File: config.mk
export PLATFORM = sky130hd
export DESIGN_NAME = multicycle_control
export DESIGN_NICKNAME = d
export VERILOG_FILES = /design/src/rtl/multicycle_pkg.sv /design/src/rtl/multicycle_control_decoder.sv /design/src/rtl/multicycle_control.sv
export SDC_FILE = /design/constraint.sdc
export NUM_CORES = 1
export LEC_CHECK = 0
export CAP_MARGIN = 15
export CELL_PAD_IN_SITES_DETAIL_PLACEMENT = 0
export CELL_PAD_IN_SITES_GLOBAL_PLACEMENT = 2
export CORE_MARGIN = 2
export CORE_UTILIZATION = 20
export CTS_BUF_LIST = sky130_fd_sc_hd__clkbuf_16
export CTS_CLUSTER_SIZE = 14
export DETAILED_ROUTE_END_ITERATION = 10
export PLACE_DENSITY_LB_ADDON = 0.1
export SETUP_SLACK_MARGIN = 0.5
export SLEW_MARGIN = 15
export SYNTH_ARGS = -nofsm -noshare
export SYNTH_HDL_FRONTEND = slang
export SYNTH_SLANG_ARGS = --single-unit
File: constraint.sdc
create_clock -name clk_i -period 2.4 [get_ports clk_i]
set_clock_uncertainty 0.15 [all_clocks]
set_input_delay 0.24 -clock clk_i [delete_from_list [all_inputs] [get_ports clk_i]]
set_output_delay 0.24 -clock clk_i [all_outputs]
set_load 0.02 [all_outputs]
File: src/rtl/multicycle_pkg.sv
// ============================================================================
// Module      : multicycle_pkg
// Description : Shared widths, state encoding, opcodes, instruction-class
//               indices and control-field encodings for the multicycle core.
// Revision    : 1.0 - initial release
// ============================================================================
`default_nettype none

package multicycle_pkg;

    localparam int WIDTH_DATA = 32;

    typedef enum logic [2:0] {
        ST_FETCH     = 3'd0,
        ST_DECODE    = 3'd1,
        ST_EXECUTE   = 3'd2,
        ST_MEMORY    = 3'd3,
        ST_WRITEBACK = 3'd4,
        ST_HALT      = 3'd5
    } state_e;

    localparam logic [6:0] c_op_load  = 7'b0000011;
    localparam logic [6:0] c_op_ialu  = 7'b0010011;
    localparam logic [6:0] c_op_store = 7'b0100011;
    localparam logic [6:0] c_op_branch = 7'b1100011;
    localparam logic [6:0] c_op_lui   = 7'b0110111;
    localparam logic [6:0] c_op_auipc = 7'b0010111;
    localparam logic [6:0] c_op_jal   = 7'b1101111;
    localparam logic [6:0] c_op_jalr  = 7'b1100111;
    localparam logic [6:0] c_op_rtype = 7'b0110011;

    // Bit positions inside the one-hot instruction-class vector
    localparam int c_cls_load   = 0;
    localparam int c_cls_ialu   = 1;
    localparam int c_cls_store  = 2;
    localparam int c_cls_branch = 3;
    localparam int c_cls_lui    = 4;
    localparam int c_cls_auipc  = 5;
    localparam int c_cls_jal    = 6;
    localparam int c_cls_jalr   = 7;
    localparam int c_cls_rtype  = 8;
    localparam int c_num_cls    = 9;

    typedef logic [c_num_cls-1:0] inst_class_t;

    localparam logic [1:0] c_pcsrc_pc4  = 2'd0;
    localparam logic [1:0] c_pcsrc_imm  = 2'd1;
    localparam logic [1:0] c_pcsrc_alu  = 2'd2;

    localparam logic [1:0] c_srca_rs1   = 2'd0;
    localparam logic [1:0] c_srca_pc    = 2'd1;
    localparam logic [1:0] c_srca_zero  = 2'd2;

    localparam logic       c_srcb_rs2   = 1'b0;
    localparam logic       c_srcb_imm   = 1'b1;

    localparam logic [1:0] c_aluop_add  = 2'd0;
    localparam logic [1:0] c_aluop_func = 2'd1;
    localparam logic [1:0] c_aluop_cmp  = 2'd2;

    localparam logic [1:0] c_wb_alu     = 2'd0;
    localparam logic [1:0] c_wb_mem     = 2'd1;
    localparam logic [1:0] c_wb_pc4     = 2'd2;

endpackage

`default_nettype wire

File: src/rtl/multicycle_control_decoder.sv
// ============================================================================
// Module      : opcode_decoder
// Description : Maps a 7-bit RV32I opcode to a one-hot class plus illegal flag.
// Revision    : 1.0 - initial release
// ============================================================================
`default_nettype none

module opcode_decoder
    import multicycle_pkg::*;
(
    input  logic [6:0]  opcode_i,
    output inst_class_t inst_class_o,
    output logic        illegal_o
);

    always_comb begin
        inst_class_o = '0;
        illegal_o    = 1'b0;
        case (opcode_i)
            c_op_load:   inst_class_o[c_cls_load]   = 1'b1;
            c_op_ialu:   inst_class_o[c_cls_ialu]   = 1'b1;
            c_op_store:  inst_class_o[c_cls_store]  = 1'b1;
            c_op_branch: inst_class_o[c_cls_branch] = 1'b1;
            c_op_lui:    inst_class_o[c_cls_lui]    = 1'b1;
            c_op_auipc:  inst_class_o[c_cls_auipc]  = 1'b1;
            c_op_jal:    inst_class_o[c_cls_jal]    = 1'b1;
            c_op_jalr:   inst_class_o[c_cls_jalr]   = 1'b1;
            c_op_rtype:  inst_class_o[c_cls_rtype]  = 1'b1;
            default:     illegal_o                  = 1'b1;
        endcase
    end

endmodule

`default_nettype wire

File: src/rtl/multicycle_control.sv
// ============================================================================
// Module      : multicycle_control
// Description : FETCH/DECODE/EXECUTE/MEMORY/WRITEBACK sequencer for the
//               multicycle RV32I datapath; illegal opcodes park it in HALT.
// Revision    : 1.0 - initial release
// ============================================================================
`default_nettype none

module multicycle_control
    import multicycle_pkg::*;
#(
    parameter int WIDTH_DATA = 32
) (
    input  logic       clk_i,
    input  logic       rstn_i,
    input  logic [6:0] opcode_i,
    input  logic       branchTaken_i,
    input  logic       memAck_i,
    output logic       memReq_o,
    output logic       memWe_o,
    output logic       memSel_o,
    output logic       irWrite_o,
    output logic       pcWrite_o,
    output logic [1:0] pcSrc_o,
    output logic [1:0] aluSrcA_o,
    output logic       aluSrcB_o,
    output logic [1:0] aluOp_o,
    output logic       regWrite_o,
    output logic [1:0] wbSel_o,
    output logic       instRetired_o,
    output logic       halted_o,
    output logic [2:0] state_o
);

    localparam logic [2:0] c_st_fetch     = ST_FETCH;
    localparam logic [2:0] c_st_decode    = ST_DECODE;
    localparam logic [2:0] c_st_execute   = ST_EXECUTE;
    localparam logic [2:0] c_st_memory    = ST_MEMORY;
    localparam logic [2:0] c_st_writeback = ST_WRITEBACK;
    localparam logic [2:0] c_st_halt      = ST_HALT;

    generate
        if (WIDTH_DATA != multicycle_pkg::WIDTH_DATA) begin : g_width_check
            $error("WIDTH_DATA must match multicycle_pkg::WIDTH_DATA");
        end
    endgenerate

    inst_class_t w_cls;
    logic        w_illegal;
    logic [2:0]  r_state;
    logic [2:0]  w_next;

    opcode_decoder u_decoder (
        .opcode_i     (opcode_i),
        .inst_class_o (w_cls),
        .illegal_o    (w_illegal)
    );

    always_ff @(posedge clk_i or negedge rstn_i) begin
        if (!rstn_i) begin
            r_state <= c_st_fetch;
        end else begin
            r_state <= w_next;
        end
    end

    always_comb begin
        w_next = r_state;
        case (r_state)
            c_st_fetch: begin
                if (memAck_i) w_next = c_st_decode;
            end
            c_st_decode: begin
                w_next = w_illegal ? c_st_halt : c_st_execute;
            end
            c_st_execute: begin
                if (w_cls[c_cls_branch])
                    w_next = c_st_fetch;
                else if (w_cls[c_cls_load] || w_cls[c_cls_store])
                    w_next = c_st_memory;
                else
                    w_next = c_st_writeback;
            end
            c_st_memory: begin
                if (memAck_i) w_next = w_cls[c_cls_store] ? c_st_fetch : c_st_writeback;
            end
            c_st_writeback: w_next = c_st_fetch;
            c_st_halt:      w_next = c_st_halt;
            default:        w_next = c_st_fetch;
        endcase
    end

    // Every output is forced low while reset is asserted, including the Mealy ones
    always_comb begin
        memReq_o      = 1'b0;
        memWe_o       = 1'b0;
        memSel_o      = 1'b0;
        irWrite_o     = 1'b0;
        pcWrite_o     = 1'b0;
        pcSrc_o       = c_pcsrc_pc4;
        aluSrcA_o     = c_srca_rs1;
        aluSrcB_o     = c_srcb_rs2;
        aluOp_o       = c_aluop_add;
        regWrite_o    = 1'b0;
        wbSel_o       = c_wb_alu;
        instRetired_o = 1'b0;
        halted_o      = 1'b0;
        state_o       = 3'd0;
        if (rstn_i) begin
            state_o = r_state;
            case (r_state)
                c_st_fetch: begin
                    memReq_o  = 1'b1;
                    irWrite_o = memAck_i;
                end
                c_st_execute: begin
                    if (w_cls[c_cls_rtype]) begin
                        aluOp_o = c_aluop_func;
                    end else if (w_cls[c_cls_ialu]) begin
                        aluSrcB_o = c_srcb_imm;
                        aluOp_o   = c_aluop_func;
                    end else if (w_cls[c_cls_lui]) begin
                        aluSrcA_o = c_srca_zero;
                        aluSrcB_o = c_srcb_imm;
                    end else if (w_cls[c_cls_auipc]) begin
                        aluSrcA_o = c_srca_pc;
                        aluSrcB_o = c_srcb_imm;
                    end else if (w_cls[c_cls_jalr] || w_cls[c_cls_load] || w_cls[c_cls_store]) begin
                        aluSrcB_o = c_srcb_imm;
                    end else if (w_cls[c_cls_branch]) begin
                        aluOp_o       = c_aluop_cmp;
                        pcWrite_o     = 1'b1;
                        pcSrc_o       = branchTaken_i ? c_pcsrc_imm : c_pcsrc_pc4;
                        instRetired_o = 1'b1;
                    end
                end
                c_st_memory: begin
                    memReq_o = 1'b1;
                    memSel_o = 1'b1;
                    memWe_o  = w_cls[c_cls_store];
                    if (w_cls[c_cls_store] && memAck_i) begin
                        pcWrite_o     = 1'b1;
                        instRetired_o = 1'b1;
                    end
                end
                c_st_writeback: begin
                    regWrite_o    = 1'b1;
                    pcWrite_o     = 1'b1;
                    instRetired_o = 1'b1;
                    if (w_cls[c_cls_load])
                        wbSel_o = c_wb_mem;
                    else if (w_cls[c_cls_jal] || w_cls[c_cls_jalr])
                        wbSel_o = c_wb_pc4;
                    if (w_cls[c_cls_jal])
                        pcSrc_o = c_pcsrc_imm;
                    else if (w_cls[c_cls_jalr])
                        pcSrc_o = c_pcsrc_alu;
                end
                c_st_halt: halted_o = 1'b1;
                default: ;
            endcase
        end
    end

endmodule

`default_nettype wire

**After elaboration in Yosys (flattened, before gate mapping)**

Cells that the tools add are included.
W data, S select, Z words.

- Word-level logic and storage cells: 100
- Output and inout bits: 20
- Register bits after elaboration: 3
- Bits of input ports: 11

- Reduce and logical (&&, ||, !) cells: 9
- Mux-type cells: 74
- Eq/ne operators: 16

Operators by type and width:

| operator | number |
|---|---|
| $mux W1 | 44 |
| $mux W2 | 20 |
| $eq A7 B6 Y1 const B | 3 |
| $eq A7 B7 Y1 const B | 3 |
| $mux W3 | 7 |
| $pmux W3 S5 | 1 |
| $eq A7 B5 Y1 const B | 2 |
| $reduce_or A9 Y1 | 1 |
| $eq A7 B2 Y1 const B | 1 |
| $eq A3 B2 Y1 const B | 2 |
| $eq A3 B3 Y1 const B | 2 |
| $logic_or A1 B1 Y1 | 4 |
| $ne A2 B2 Y1 const B | 2 |
| $pmux W2 S2 | 1 |
| $eq A3 B1 Y1 const B | 1 |
| $logic_not A3 Y1 | 1 |
| $pmux W1 S3 | 1 |
| $reduce_and A2 Y1 | 1 |
| $reduce_or A2 Y1 | 1 |
| $logic_and A1 B1 Y1 | 1 |

**Longest topological paths before layout**

- Depth after elaboration: 11
- Gate-level depth with buffers: 6
- Depth with buffers taken out: 4

**Hierarchy**

A second synthesis with hierarchy kept.

- Cells, all modules: 74
- Area total of the unflattened synthesis: 580.6 um^2

By module, submodules not included:

| module | instances | area each (um^2) | cells an instance | seq. area each (um^2) |
|---|---|---|---|---|
| multicycle_control | 1 | 437.9 | 54 | 75.1 |
| opcode_decoder | 1 | 142.6 | 20 | 0.0 |

**Worst setup path after synthesis**

Ideal clock, no wire load.

- Path type: register to output
- Start point: register r_state[1]
- End point: output port pcSrc_o[0]
- Data arrival time: 1631 ps
- Slack: 379 ps
- Stages on the path, launching flop included: 6
- Path buffers: 1
- Required time: 2010 ps
- Path through: dfrtp_1 -> buf_4 -> nor2_1 -> nand2_2 -> nor3_1 -> a22o_1

- Word-level cells in the longest chain between the ends: 3
- Elaborated cells between the ends (all ways): 4
- Classes of those cells: eq/ne: 2; mux: 2

Ends and longest elaborated chain:

| item | RTL line | text |
|---|---|---|
| start, declared | multicycle_control.sv:50 | `logic [2:0] r_state;` |
| start signal, assigned | multicycle_control.sv:61 | `r_state <= c_st_fetch;` |
| start signal, assigned | multicycle_control.sv:63 | `r_state <= w_next;` |
| $eq A3 B3 Y1 or $eq A3 B2 Y1 (tied branches) | multicycle_control.sv:111 | `case (r_state)` |
| $pmux W2 S2 * | multicycle_control.sv:111 |  |
| $mux W2 * | multicycle_control.sv:109 | `if (rstn_i) begin` |
| end, declared | multicycle_control.sv:24 | `output logic [1:0] pcSrc_o,` |

Mark *: on every way between the ends. The rest lies on a longest branch, timed or not.

**Worst setup path after layout**

- Start point: register r_state[0]
- End point: output port pcSrc_o[0]

The elaborated chain is that of the path after synthesis.

==> impl_metrics.tcl <==
set metrics [dict create \
    antennaDiodeCount 0 \
    met1_usage_pct 16.2 \
    finalHoldViolations 3 \
    drive_above_1_share_pct 47.2 \
    final-max-slew-violation-count 0 \
    rr_startpoint "r_state[0]" \
    layout.nets 137 \
    min_period_over_period_pct 78.5 \
    setup_viol 0 \
    clk_latency_ps 220 \
    cts_num_sinks 3 \
    die_area_mm2 0.00320 \
    grt_util_met3_pct 1.84 \
    r2r_setup_slack_ps 780 \
    grt_usage_pct 12.1 \
    cts_tree "yes" \
    crit_type "flop to output port" \
    synth.avg_cell_area_um2 7.58 \
    fillers 305 \
    endpoint_kind "output port" \
    htree_levels 1 \
    gp_congestion 0.755 \
    cts-buffers-inserted 3 \
    clk_path_buf_depth 2 \
    largest_reg_flops 3 \
    hold_ws_ps -7.47 \
    drtIter0Drc 8 \
    cap_violations 0 \
    via_count 718 \
    startpoint_type "flop" \
    regMostFlops "r_state" \
    busiest_layer "met2" \
    finalSetupTns_ps 0 \
    finalNonFillerCells 156 \
    synthCells 73 \
    path_clk_slew_ps 30 \
    yosysSeqAreaShare_pct 13.6 \
    area_growth_pct 95.2 \
    crit_arrival_ps 1500 \
    dp_hpwl_um 1490 \
    chipHeight_um 56.6 \
    hp-class "input port to async pin" \
    violations "negative hold slack" \
    worstMarginPinSlew_ps 307 \
    vias_per_cell 4.60 \
    start_util_pct 20.6 \
    multi_input_area_um2 442 \
    ys_types 38 \
    total_power_mw 0.384 \
    ir_worst_vdd_uv 277 \
    firstDrtPassIters 4 \
    worst_path_largest_cell_delay_ps 430 \
    final-seq-area_um2 77.6 \
    grt_pass1_wl_um 2930 \
    grt_pass1_vias 665 \
    worstSetupStartpoint "r_state[0]" \
    crit_required_ps 2010 \
    row_count 19 \
    routedWlPerCell_um 11.6 \
    crit_chain "nand2b_1 > nor2_4 > and3_1 > a22o_1 > clkbuf_2" \
    syn_area_um2 553 \
    leakage_nw 0.553 \
    synth_nets 84 \
    worst_path_max_delay_cell "dfrtp_2" \
    rsz0062_at_grt "yes" \
    post-route-min-period_ps 1890 \
    die_x_um 56.6 \
    dp.cells 149 \
    coreArea_mm2 0.00269 \
    synth_warnings 0 \
    relSlewSlack_pct 79.6 \
    antenna_found_initial 0 \
    synth-edff-count 0 \
    reg_top3 "r_state (3)" \
    drc 0 \
    drt-total-wl_um 1810 \
    run_status "complete, but fails checks" \
    io_buffers 30 \
    fmax_ghz 0.530 \
    synth_top_flop_cell "dfrtp_1" \
    async_flop_share_pct 100 \
    gr-usage-met2_pct 17.6 \
    ant_nets 0 \
    grt.overflow.total 0 \
    grt_start_max_net_pins 11 \
    cp_max_fo 6 \
    synth_seq_cells 3 \
    ios 31 \
    p_per_area_mw_per_mm2 356 \
    root_buffer "clkbuf_16" \
]
==> synth_stat cells (2+ instances only) <==
cell | instances | area [um2]
and2_1 | 3 | 18.8
and3_1 | 4 | 25.0
buf_4 | 4 | 30.0
buf_6 | 2 | 22.5
dfrtp_1 | 3 | 75.1
inv_1 | 3 | 11.3
nand2_1 | 6 | 22.5
nand2b_1 | 3 | 18.8
nand4_1 | 2 | 12.5
nor2_1 | 8 | 30.0
nor2b_1 | 3 | 18.8
nor3_1 | 4 | 20.0
nor3_2 | 2 | 20.0
o21ai_1 | 2 | 10.0
==> path summary, 6_finish.rpt <==
| kind | to | depth (start not counted) |
|---|---|---|
| setup / recovery | pcSrc_o[0] | 5 |
| hold / removal | r_state[2] | 2 |
| setup reg to reg | r_state[2] | 5 |
| hold reg to reg | r_state[1] | 1 |
| max in group asynchronous | r_state[0] | 2 |
| min in group clk_i | r_state[1] | 1 |
==> per-stage QoR <==
stage	util [%]	setup slack, ps	instance area, um2	hold slack [ps]
2_1_floorplan	-	601	558	-206
3_3_place_gp	37.3	-119	1000	361
3_5_place_dp	37.3	-102	1000	359
4_1_cts	39.8	338	1070	3.33
5_1_grt	40.2	433	1080	20.1
6_report	40.2	515	1080	-7.47
==> cell usage in the layout, fill, tap and decap left out, types with 3 or more instances in the layout <==
cell type | Yosys | layout
buf_4 | 4 | 24
dlygate4sd2_1 | 0 | 14
nor2_1 | 8 | 6
nand2_1 | 6 | 5
clkbuf_2 | 0 | 5
and3_1 | 4 | 4
inv_1 | 3 | 4
nand2b_1 | 3 | 3
nor3_1 | 4 | 3
and2_1 | 3 | 3
nor2b_1 | 3 | 3
clkbuf_16 | 0 | 3
clkdlybuf4s50_1 | 0 | 3
buf_2 | 0 | 3
buf_6 | 2 | 3
==> cell families after synthesis <==
family                     count (synthesis)  share of synthesized area [%]
AOI/OAI and AO/OA                         11                           16.5
and+or+nand+nor                           47                           54.1
DFF                                        3                           13.6
muxes                                      1                           1.81
adders and majority gates                  1                           1.81
buffers and inverters                     10                           12.2
==> layout make-up <==
| type | instances | share of cell area, % |
|---|---|---|
| Timing Repair Buffer | 54 | 39.6 |
| Sequential cell | 3 | 7.18 |
| Clock inverter | 1 | 0.348 |
| Multi-Input combinational cell | 60 | 40.9 |
| Tap cell | 31 | 3.59 |
| Inverter | 4 | 1.39 |
| Clock buffer | 3 | 6.95 |
==> routing by layer <==
metal | part of all wire [%] | vias to the layer above
met2 | 43 | 23
met1 | 49 | 329
met5 | 0 | -
li1 | - | 362
met4 | 2.7 | 0
met3 | 4.8 | 4
==> what timing repair did <==
item | 4_1_cts | 5_1_grt
pin swaps | 5 | 1
gates resized for setup | 60 | 16
gates cloned | 0 | 0
setup endpoints to repair | 20 | 11
setup buffers | 1 | 2
hold buffers | 0 | 0
==> worst max-delay path: cells and delay by family (launching register included) <==
| kind | cells | cell delay (ps) |
|---|---|---|
| flip-flops | 1 | 430 |
| AO/OA/AOI/OAI | 1 | 120 |
| buffers and inverters | 1 | 160 |
| AND/OR/NAND/NOR | 3 | 560 |
==> where the power goes <==
group | switching (mW) | total [mW] | internal, mW
Sequential | 0 | 0.0509 | 0.0509
Combinational | 0.0331 | 0.0726 | 0.0395
Clock | 0.0458 | 0.261 | 0.215
Power figures use the tool's default switching activity.
